===== src/rtl/uart_tx_fifo_port_pkg.sv =====
// Shared definitions for the UART transmit port: FSM state encoding,
// default baud divisor and a parity helper.
package uart_tx_fifo_port_pkg;

  // 25 MHz system clock divided down to 115200 baud.
  localparam int UART_CLKS_115200_25MHZ = 217;

  // Transmit FSM states. PARITY is only visited in the parity-enabled build.
  typedef enum logic [2:0] {
    IDLE   = 3'd0,
    START  = 3'd1,
    DATA   = 3'd2,
    PARITY = 3'd3,
    STOP   = 3'd4
  } tx_state_e;

  // Even parity bit: XOR of all data bits.
  function automatic logic even_parity(input logic [7:0] b);
    return ^b;
  endfunction

endpackage


===== src/rtl/uart_tx_fifo_port_byte_fifo.sv =====
// Byte-wide circular FIFO with wrap-around pointers and an occupancy count.
// Pushes while full and pops while empty are ignored; a push and a pop on
// the same edge leave the count unchanged. The head is read combinationally
// so the consumer can load it on the same edge it pops.
module uart_tx_fifo_port_byte_fifo #(
  parameter int DEPTH = 8
) (
  input  logic                     clk,
  input  logic                     resetn,
  input  logic                     push,
  input  logic [7:0]               din,
  input  logic                     pop,
  output logic [7:0]               dout,
  output logic [$clog2(DEPTH):0]   count,
  output logic                     full,
  output logic                     empty
);

  localparam int AW = $clog2(DEPTH);
  localparam int CW = AW + 1;

  logic [AW-1:0] wr_ptr_q;
  logic [AW-1:0] rd_ptr_q;
  logic [CW-1:0] count_q;
  logic [CW-1:0] count_d;
  logic          push_ok;
  logic          pop_ok;
  logic [7:0]    slot [DEPTH];

  assign full    = (count_q == CW'(DEPTH));
  assign empty   = (count_q == '0);
  assign push_ok = push & ~full;
  assign pop_ok  = pop & ~empty;
  assign count   = count_q;
  assign dout    = slot[rd_ptr_q];

  // One storage register per entry, written when the write pointer selects it.
  for (genvar gi = 0; gi < DEPTH; gi++) begin : g_slot
    logic [7:0] entry_q;
    // Capture the incoming byte into this entry on an accepted push.
    always_ff @(posedge clk) begin
      if (push_ok && (wr_ptr_q == AW'(gi))) entry_q <= din;
    end
    assign slot[gi] = entry_q;
  end

  // Next occupancy from the accepted push/pop pair.
  always_comb begin
    count_d = count_q;
    case ({push_ok, pop_ok})
      2'b10:   count_d = count_q + 1'b1;
      2'b01:   count_d = count_q - 1'b1;
      default: count_d = count_q;
    endcase
  end

  // Pointers and count; pointers wrap naturally since DEPTH is a power of two.
  always_ff @(posedge clk or negedge resetn) begin
    if (!resetn) begin
      wr_ptr_q <= '0;
      rd_ptr_q <= '0;
      count_q  <= '0;
    end else begin
      if (push_ok) wr_ptr_q <= wr_ptr_q + 1'b1;
      if (pop_ok)  rd_ptr_q <= rd_ptr_q + 1'b1;
      count_q <= count_d;
    end
  end

endmodule


===== src/rtl/uart_tx_fifo_port.sv =====
// Buffered UART transmitter: bytes arrive on a valid/ready port, queue in a
// small FIFO and are sent LSB-first as 8N1 frames on txd.
// Build option: define UART_TX_PARITY_EN to insert an even-parity bit
// between the data bits and the stop bit (8E1, 11 bit periods per frame).
module uart_tx_fifo_port
  import uart_tx_fifo_port_pkg::*;
#(
  parameter int CLKS_PER_BIT = UART_CLKS_115200_25MHZ,
  parameter int FIFO_DEPTH   = 8
) (
  input  logic                        clk,
  input  logic                        resetn,
  input  logic                        wr_valid,
  input  logic [7:0]                  wr_data,
  output logic                        wr_ready,
  output logic [$clog2(FIFO_DEPTH):0] fifo_count,
  output logic                        busy,
  output logic                        txd
);

  localparam int BW = $clog2(CLKS_PER_BIT);
  localparam logic [BW-1:0] BAUD_LAST = BW'(CLKS_PER_BIT - 1);

  tx_state_e     state_q;
  logic [BW-1:0] baud_q;
  logic [BW-1:0] baud_d;
  logic [2:0]    bit_idx_q;
  logic [7:0]    shift_q;
  logic [7:0]    shift_d;
  logic          txd_q;
  logic          rdy_q;
  logic          baud_last;
  logic          fifo_push;
  logic          fifo_pop;
  logic          fifo_full;
  logic          fifo_empty;
  logic [7:0]    fifo_dout;
`ifdef UART_TX_PARITY_EN
  logic          parity_q;
`endif

  // wr_ready is held low in reset and comes up on the first edge after release.
  assign wr_ready   = rdy_q & ~fifo_full;
  assign fifo_push  = wr_valid & wr_ready;
  assign fifo_pop   = (state_q == IDLE) & ~fifo_empty;
  assign busy       = (state_q != IDLE) || (fifo_count != '0);
  assign txd        = txd_q;
  assign baud_last  = (baud_q == BAUD_LAST);
  assign baud_d     = baud_q + 1'b1;
  assign shift_d    = {1'b0, shift_q[7:1]};

  uart_tx_fifo_port_byte_fifo #(
    .DEPTH (FIFO_DEPTH)
  ) u_fifo (
    .clk    (clk),
    .resetn (resetn),
    .push   (fifo_push),
    .din    (wr_data),
    .pop    (fifo_pop),
    .dout   (fifo_dout),
    .count  (fifo_count),
    .full   (fifo_full),
    .empty  (fifo_empty)
  );

  // Write-port enable: low during reset, high from the first edge afterwards.
  always_ff @(posedge clk or negedge resetn) begin
    if (!resetn) rdy_q <= 1'b0;
    else         rdy_q <= 1'b1;
  end

  // Transmit FSM with baud counter; txd is registered so the line never glitches.
  always_ff @(posedge clk or negedge resetn) begin
    if (!resetn) begin
      state_q   <= IDLE;
      baud_q    <= '0;
      bit_idx_q <= '0;
      shift_q   <= '0;
      txd_q     <= 1'b1;
`ifdef UART_TX_PARITY_EN
      parity_q  <= 1'b0;
`endif
    end else begin
      case (state_q)
        IDLE: begin
          txd_q <= 1'b1;
          if (!fifo_empty) begin
            shift_q   <= fifo_dout;
            baud_q    <= '0;
            bit_idx_q <= '0;
            txd_q     <= 1'b0;
            state_q   <= START;
`ifdef UART_TX_PARITY_EN
            parity_q  <= even_parity(fifo_dout);
`endif
          end
        end
        START: begin
          if (baud_last) begin
            baud_q  <= '0;
            txd_q   <= shift_q[0];
            state_q <= DATA;
          end else begin
            baud_q <= baud_d;
          end
        end
        DATA: begin
          if (baud_last) begin
            baud_q <= '0;
            if (bit_idx_q == 3'd7) begin
`ifdef UART_TX_PARITY_EN
              txd_q   <= parity_q;
              state_q <= PARITY;
`else
              txd_q   <= 1'b1;
              state_q <= STOP;
`endif
            end else begin
              shift_q   <= shift_d;
              txd_q     <= shift_d[0];
              bit_idx_q <= bit_idx_q + 3'd1;
            end
          end else begin
            baud_q <= baud_d;
          end
        end
`ifdef UART_TX_PARITY_EN
        PARITY: begin
          if (baud_last) begin
            baud_q  <= '0;
            txd_q   <= 1'b1;
            state_q <= STOP;
          end else begin
            baud_q <= baud_d;
          end
        end
`endif
        STOP: begin
          txd_q <= 1'b1;
          if (baud_last) begin
            baud_q  <= '0;
            state_q <= IDLE;
          end else begin
            baud_q <= baud_d;
          end
        end
        default: begin
          baud_q  <= '0;
          txd_q   <= 1'b1;
          state_q <= IDLE;
        end
      endcase
    end
  end

endmodule


===== config.mk =====
export PLATFORM = sky130hd
export DESIGN_NAME = uart_tx_fifo_port
export DESIGN_NICKNAME = d
export VERILOG_FILES = /design/src/rtl/uart_tx_fifo_port_pkg.sv /design/src/rtl/uart_tx_fifo_port_byte_fifo.sv /design/src/rtl/uart_tx_fifo_port.sv
export SDC_FILE = /design/constraint.sdc
export NUM_CORES = 1
export LEC_CHECK = 0
export ABC_AREA = 1
export BUFFER_PORTS_ARGS = -buffer_cell sky130_fd_sc_hd__buf_2
export CORE_MARGIN = 2
export CORE_UTILIZATION = 25
export CTS_CLUSTER_DIAMETER = 120
export CTS_CLUSTER_SIZE = 24
export DETAILED_ROUTE_END_ITERATION = 16
export PLACE_DENSITY = 0.39
export SYNTH_ARGS = -nofsm -noshare
export SYNTH_HDL_FRONTEND = slang
export SYNTH_HIERARCHICAL = 1
export SYNTH_SLANG_ARGS = --single-unit

===== constraint.sdc =====
create_clock -name clk -period 5.18 [get_ports clk]
set_input_delay 0.518 -clock clk [delete_from_list [all_inputs] [get_ports clk]]
set_output_delay 0.518 -clock clk [all_outputs]
set_load 0.02 [all_outputs]

==> impl_metrics.tcl, run 1 <==
set metrics [dict create \
    start_util 0.2532 \
    power_uw 2973 \
    worstPathMaxFanout 13 \
    io_buffers 17 \
    hp-class "input pin to async pin" \
    via_per_inst 4.012 \
    synthMuxAreaShare 0 \
    cap_violations 0 \
    root_buffer "clkbuf_16" \
    hold_viol 0 \
    cts_max_path_buffers 2 \
    post_cts_buffers 0 \
    yosys.area_share.simple 0.2848 \
    hold_buffers 0 \
    first_global_vias 3249 \
    cts_tree "done" \
    crit_slowest_cell "dfrtp_1" \
    grtUsageMet1 0.1348 \
    r2r-start "u_fifo/count[0]" \
    post_cts_resized 0 \
    netlist_area_um2 4911 \
    synth-seq-area-share 0.5648 \
    area_growth_pct 12.33 \
    num_vias 3398 \
    drt_iter0_markers 120 \
    syn_nets 587 \
    worst_slew_pin_slew_ns 1.140 \
    synth-compound-area-share 0.01197 \
    cts_buffers 9 \
    startpoint_type "register" \
    crit_chain "nor2_1 > nand3_2 > inv_1 > nor3b_1 > nand2_2 > ha_1 > ha_1 > or2_2 > nand2_1 > nand2_1 > nand3_1 > nand2_1" \
    r2r_end "u_fifo/count[3]" \
    syn_avg_cell_area_um2 8.754 \
    ant_nets 0 \
    drcViolationCount 0 \
    fin_setup_tns_ns 0 \
    die_y_um 144.2 \
    wire_per_inst_um 12.47 \
    synth_top_family_by_area "simple AND/OR/NAND/NOR gates" \
    leakage_uw 0.002580 \
    synth-xor-area-share 0.01248 \
    clk_pin_slew_worst_paths_ns 0.07 \
    max_stage_delay_ns 0.44 \
    path_class "register to register" \
    dr.pass1.iters 4 \
    track_usage 0.1087 \
    max_freq_ghz 0.4038 \
    fin_area_um2 5517 \
    ys_seq_elements 98 \
    post-route-min-period_ns 2.477 \
    antenna_cells 0 \
    busiest_layer "met2" \
    rsz0062_at_grt "no" \
    grt_max_degree 67 \
    core_region_area_um2 19400 \
    period_share 0.4781 \
    required_ns 5.43 \
    grtUsageMet3 0.01887 \
    relSlewSlack 0.2397 \
    peakVddDrop_mv 0.2219 \
    die_w_um 144.2 \
    r2r_slack_ns 2.70 \
    power_density_nw_per_um2 538.9 \
    status "finished clean" \
    netlist_instances 561 \
    dp_hpwl_um 6857 \
    clock_skew_ns 0.008055 \
    cp-end-kind "register" \
    io_pins 18 \
    crit_top_cell "nand2_1" \
    synth_cell_types 31 \
    setup_viol 0 \
    cts-htree-levels 3 \
    grt_use_met2 0.1860 \
    clock_latency_ns 0.35 \
    place_congestion 0.7847 \
    layout-drive-gt1-share 0.1014 \
    dpl_cell_area_um2 5233 \
    grt_overflow_total 0 \
    grt_pass1_wl_um 16930 \
    wl_um 10560 \
    slew_violations 0 \
    yosysWarnings 6 \
    num_rows 51 \
    ff2ff_path_depth 12 \
    nets 603 \
    synth-adder-area-share 0.03975 \
    dieArea_um2 20780 \
    grt_antenna_before_repair 0 \
    cts.sinks 98 \
    critPathArrivalTime_ns 2.73 \
]
-- metal layers --
layer	vias to the layer above	wire length, µm
met3	16	251
li1	1770	-
met2	37	5205
met4	0	192
met1	1575	4914
met5	-	0
-- per-stage QoR --
stage | utilization | setup slack [ns] | hold WS [ns] | std cells
after floorplan | - | 2.769 | 0.2224 | 561
after global placement | 0.2697 | 2.768 | 0.4566 | 831
after detailed placement | 0.2697 | 2.684 | 0.4637 | 831
after CTS | 0.2844 | 2.654 | 0.3007 | 847
after global routing | 0.2844 | 2.468 | 0.3339 | 847
final | 0.2844 | 2.703 | 0.2565 | 847
-- layout make-up --
cell class | instances | area (µm²)
clock inverters | 7 | 58.81
fillers | 2107 | 13880
inverters | 74 | 277.8
multi-input cells | 371 | 1718
flip-flops and latches | 98 | 2775
well taps | 265 | 331.6
repair buffers | 23 | 130.1
clock buffers | 9 | 225.2
-- where the power goes --
| part | switching, µW | internal (µW) | leakage (µW) |
|---|---|---|---|
| clock | 319 | 336 | 0.000139 |
| combinational | 728 | 399 | 0.00143 |
| sequential | 214 | 978 | 0.00101 |
-- worst max path at each step --
stage | from | endpoint | slack (ns)
6_report | u_fifo/count[0] | u_fifo/count[3] | 2.70
2_1_floorplan | u_fifo/count[1] | u_fifo/count[3] | 2.77
5_1_grt | u_fifo/count[1] | u_fifo/count[3] | 2.47
3_5_place_dp | u_fifo/count[0] | u_fifo/count[3] | 2.68
4_1_cts | u_fifo/count[0] | u_fifo/count[3] | 2.65
3_3_place_gp | u_fifo/count[0] | u_fifo/count[3] | 2.77
-- flip-flops by register name, indices dropped and copies added, names as in the netlist --
name / cells
u_fifo/wr_ptr_q: 3
u_fifo/g_slot.entry_q: 64
u_fifo/count: 4
baud_q: 8
state_q: 3
rdy_q: 1
bit_idx_q: 3
u_fifo/rd_ptr_q: 3
shift_q: 8
txd: 1
-- cells by family (layout without fill, tap and decap cells) --
| kind of cell | after synthesis | count (layout) |
|---|---|---|
| compound gates | 11 | 11 |
| xor+xnor | 7 | 7 |
| fa+ha+maj | 15 | 15 |
| buf+inv | 92 | 113 |
| flops | 98 | 98 |
| other cells | 1 | 1 |
| simple gates | 337 | 337 |
-- cells in the final DEF (no fill, tap or decap), types with 9 or more instances in the layout --
cell       count
nand3_1       26
clkbuf_16      9
o21ai_0        9
nand2_1      203
buf_2         17
edfxtp_1      64
nor2_1        80
ha_1          14
dfrtp_1       32
inv_1         71
-- Yosys cell counts, drive strengths merged --
| cell | count | area (µm²) |
|---|---|---|
| a21oi | 2 | 13.76 |
| buf | 17 | 137.6 |
| clkbuf | 1 | 3.750 |
| conb | 1 | 3.750 |
| dfrtp | 33 | 825.8 |
| dfstp | 1 | 26.28 |
| edfxtp | 64 | 1922 |
| fa | 1 | 20.02 |
| ha | 14 | 175.2 |
| inv | 74 | 277.8 |
| nand2 | 209 | 809.5 |
| nand3 | 30 | 170.2 |
| nand3b | 2 | 15.01 |
| nand4 | 4 | 25.02 |
| nor2 | 82 | 312.8 |
| nor3 | 7 | 46.30 |
| nor3b | 1 | 7.510 |
| nor4 | 1 | 6.260 |
| o21ai | 9 | 45.04 |
| or2 | 1 | 6.260 |
| xnor2 | 3 | 26.28 |
| xor2 | 4 | 35.03 |
-- critical path: cells and delay by family (launching register included) --
kind                     cells  cell delay [ns]
buffers and inverters        1             0.06
adder cells (fa/ha/maj)      2             0.64
AND/OR/NAND/NOR              9             1.24
flip-flops                   1             0.44
No activity file was read; power rests on OpenSTA's default activity.
==> run 2: changes to the inputs <==
Settings changed: PLACE_DENSITY 0.39 to 0.4.
Clock period 5.18 ns to 2.1 ns, I/O delays scaled along.
==> run 2 against run 1 <==
  * Non-clock buffer count up 20
  * Utilization rose by 1.3 points
  * Global-route usage increased by 0.25 points
  * Critical endpoint unchanged
==> impl_metrics.tcl, run 2 (synthesis results as in run 1) <==
set metrics [dict create \
    status "finished clean" \
    dieArea_um2 20780 \
    max_stage_delay_ns 0.42 \
    first_global_vias 3337 \
    pre_cts_ws_ns 0.06529 \
    cts.sinks 98 \
    worst_path_dominant_cell_family "simple AND/OR/NAND/NOR gates" \
    relSlewSlack 0.5833 \
    nets 623 \
    io_pins 18 \
    cp-end-kind "register" \
    grt_pass1_wl_um 17310 \
    antenna_cells 0 \
    worst_slack_ns 0.1558 \
    min_to "u_fifo/g_slot[3].entry_q[3]" \
    grt_overflow_total 0 \
    worstHoldStart "wr_data[3]" \
    setup_viol 0 \
    period_share 0.9258 \
    clk_pin_slew_worst_paths_ns 0.07 \
    die_y_um 144.2 \
    cap_violations 0 \
    wl_um 10570 \
    worstPathMaxFanout 4 \
    hp-class "input pin to register" \
    crit_slowest_cell "dfrtp_2" \
    cts-htree-levels 3 \
    area_growth_pct 17.35 \
    largest_register_ffs 64 \
    core_region_area_um2 19400 \
    layout_common_cells "nand2_1 (201), nor2_1 (79), inv_1 (68), edfxtp_1 (64), dfrtp_1 (28)" \
    dr.pass1.iters 4 \
    max_freq_ghz 0.5143 \
    path_class "register to register" \
    final_common_cell "nand2_1" \
    final_util 0.2971 \
    slew_violations 0 \
    root_buffer "clkbuf_16" \
    grt_antenna_before_repair 0 \
    start_util 0.2532 \
    cts_max_path_buffers 2 \
    required_ns 2.35 \
    top_regs "u_fifo/g_slot.entry_q x64, baud_q x8, shift_q x8" \
    fillCellCount 2086 \
    ff2ff_path_depth 15 \
    cts_tree "done" \
    dp_hpwl_um 6899 \
    crit_chain "nor2_4 > nand3_2 > inv_2 > inv_1 > nand2_2 > inv_1 > nand2_2 > inv_2 > ha_4 > ha_4 > or2_4 > nand2_2 > nand2_1 > nand3_2 > nand2_1" \
    cts_buffers 9 \
    hold_viol 0 \
    clock_skew_ns 0.01034 \
    drt_iter0_markers 138 \
    num_vias 3426 \
    startpoint_type "register" \
    track_usage 0.1112 \
    peakVddDrop_mv 0.5829 \
    worst_slew_pin_slew_ns 0.6251 \
    wire_per_inst_um 12.19 \
    clock_latency_ns 0.35 \
    crit_top_cell "nand2_2" \
    layout-drive-gt1-share 0.1528 \
    place_congestion 0.8259 \
    ant_nets 0 \
    r2r_slack_ns 0.16 \
    leakage_uw 0.002691 \
    die_w_um 144.2 \
    r2r_end "u_fifo/count[3]" \
    critPathArrivalTime_ns 2.19 \
    num_rows 51 \
    drcViolationCount 0 \
    io_buffers 17 \
    grt_max_degree 67 \
    power_density_nw_per_um2 1367 \
    regMostFlops "u_fifo/g_slot.entry_q" \
    r2r-start "u_fifo/count[1]" \
    hold_depth 1 \
    post-route-min-period_ns 1.944 \
    cp_num_buf_inv 4 \
    via_per_inst 3.952 \
]
==> run 2: changes by cell type in the layout (fill, tap and decap cells not counted), moves of 3 or more <==
cell | before | now
buf_4 | 6 | 24
dfrtp_1 | 32 | 28
dfrtp_2 | 1 | 5
inv_1 | 71 | 68
inv_2 | 3 | 6
==> run 2: worst max-delay path by stage <==
stage          cells past startpoint             from  slack, ns                           to
6_report                          15  u_fifo/count[1]       0.16              u_fifo/count[3]
5_1_grt                           15  u_fifo/count[1]     -0.005              u_fifo/count[3]
4_1_cts                           15  u_fifo/count[0]       0.05              u_fifo/count[3]
3_5_place_dp                      15  u_fifo/count[0]       0.07              u_fifo/count[3]
3_3_place_gp                      15  u_fifo/count[0]       0.08              u_fifo/count[3]
2_1_floorplan                      7  u_fifo/count[2]      0.004  u_fifo/g_slot[0].entry_q[0]
==> run 2: repair_timing <==
item,CTS,global route
endpoints found under the hold margin,24,0
resized for setup,0,5
buffers inserted,0,2
hold buffers,1,0
setup endpoints to repair,0,3
==> run 2: per-stage QoR <==
step                area (µm²)  power (µW)    TNS, ns  instances  hold WS, ns
floorplan                 4961        5290          0        561     -0.08559
global placement          5423        6094          0        848       0.2735
detailed placement        5423        6159          0        848       0.2762
CTS                       5738        7920          0        865       0.1267
global route              5763        8592  -0.004636        867       0.1326
finish                    5763        7875          0        867       0.1320
==> run 2: routing by layer <==
layer	share of wire	wire length, µm	global-route usage	vias to the layer above
li1	-	-	-	1808
met1	0.47	4915	0.1357	1570
met2	0.48	5118	0.1850	35
met3	0.027	284	0.02781	13
met4	0.024	251	0.05212	0
met5	0	0	0	-
==> run 2: worst register-to-register path, cell delays in order (launching register included) <==
cell and delay (ns):
dfrtp_2 0.42, nor2_4 0.13, nand3_2 0.10, inv_2 0.07, inv_1 0.04, nand2_2 0.06
inv_1 0.06, nand2_2 0.07, inv_2 0.05, ha_4 0.17, ha_4 0.22, or2_4 0.23
nand2_2 0.06, nand2_1 0.06, nand3_2 0.05, nand2_1 0.04
==> run 2: area by class of cell <==
class | count | area [µm²] | share of cell area
sequential | 98 | 2780 | 0.4824
timing repair buffer | 43 | 295.3 | 0.05124
multi-input combinational | 371 | 1773 | 0.3076
clock inverter | 7 | 80.08 | 0.01389
clock buffer | 9 | 225.2 | 0.03908
inverter | 74 | 277.8 | 0.04820
tap | 265 | 331.6 | 0.05753
==> run 2: report_power, final <==
part / internal (µW) / switching, µW
registers: 2430 / 205
logic: 1290 / 2240
clock network: 946 / 776
total: 4660 / 3220
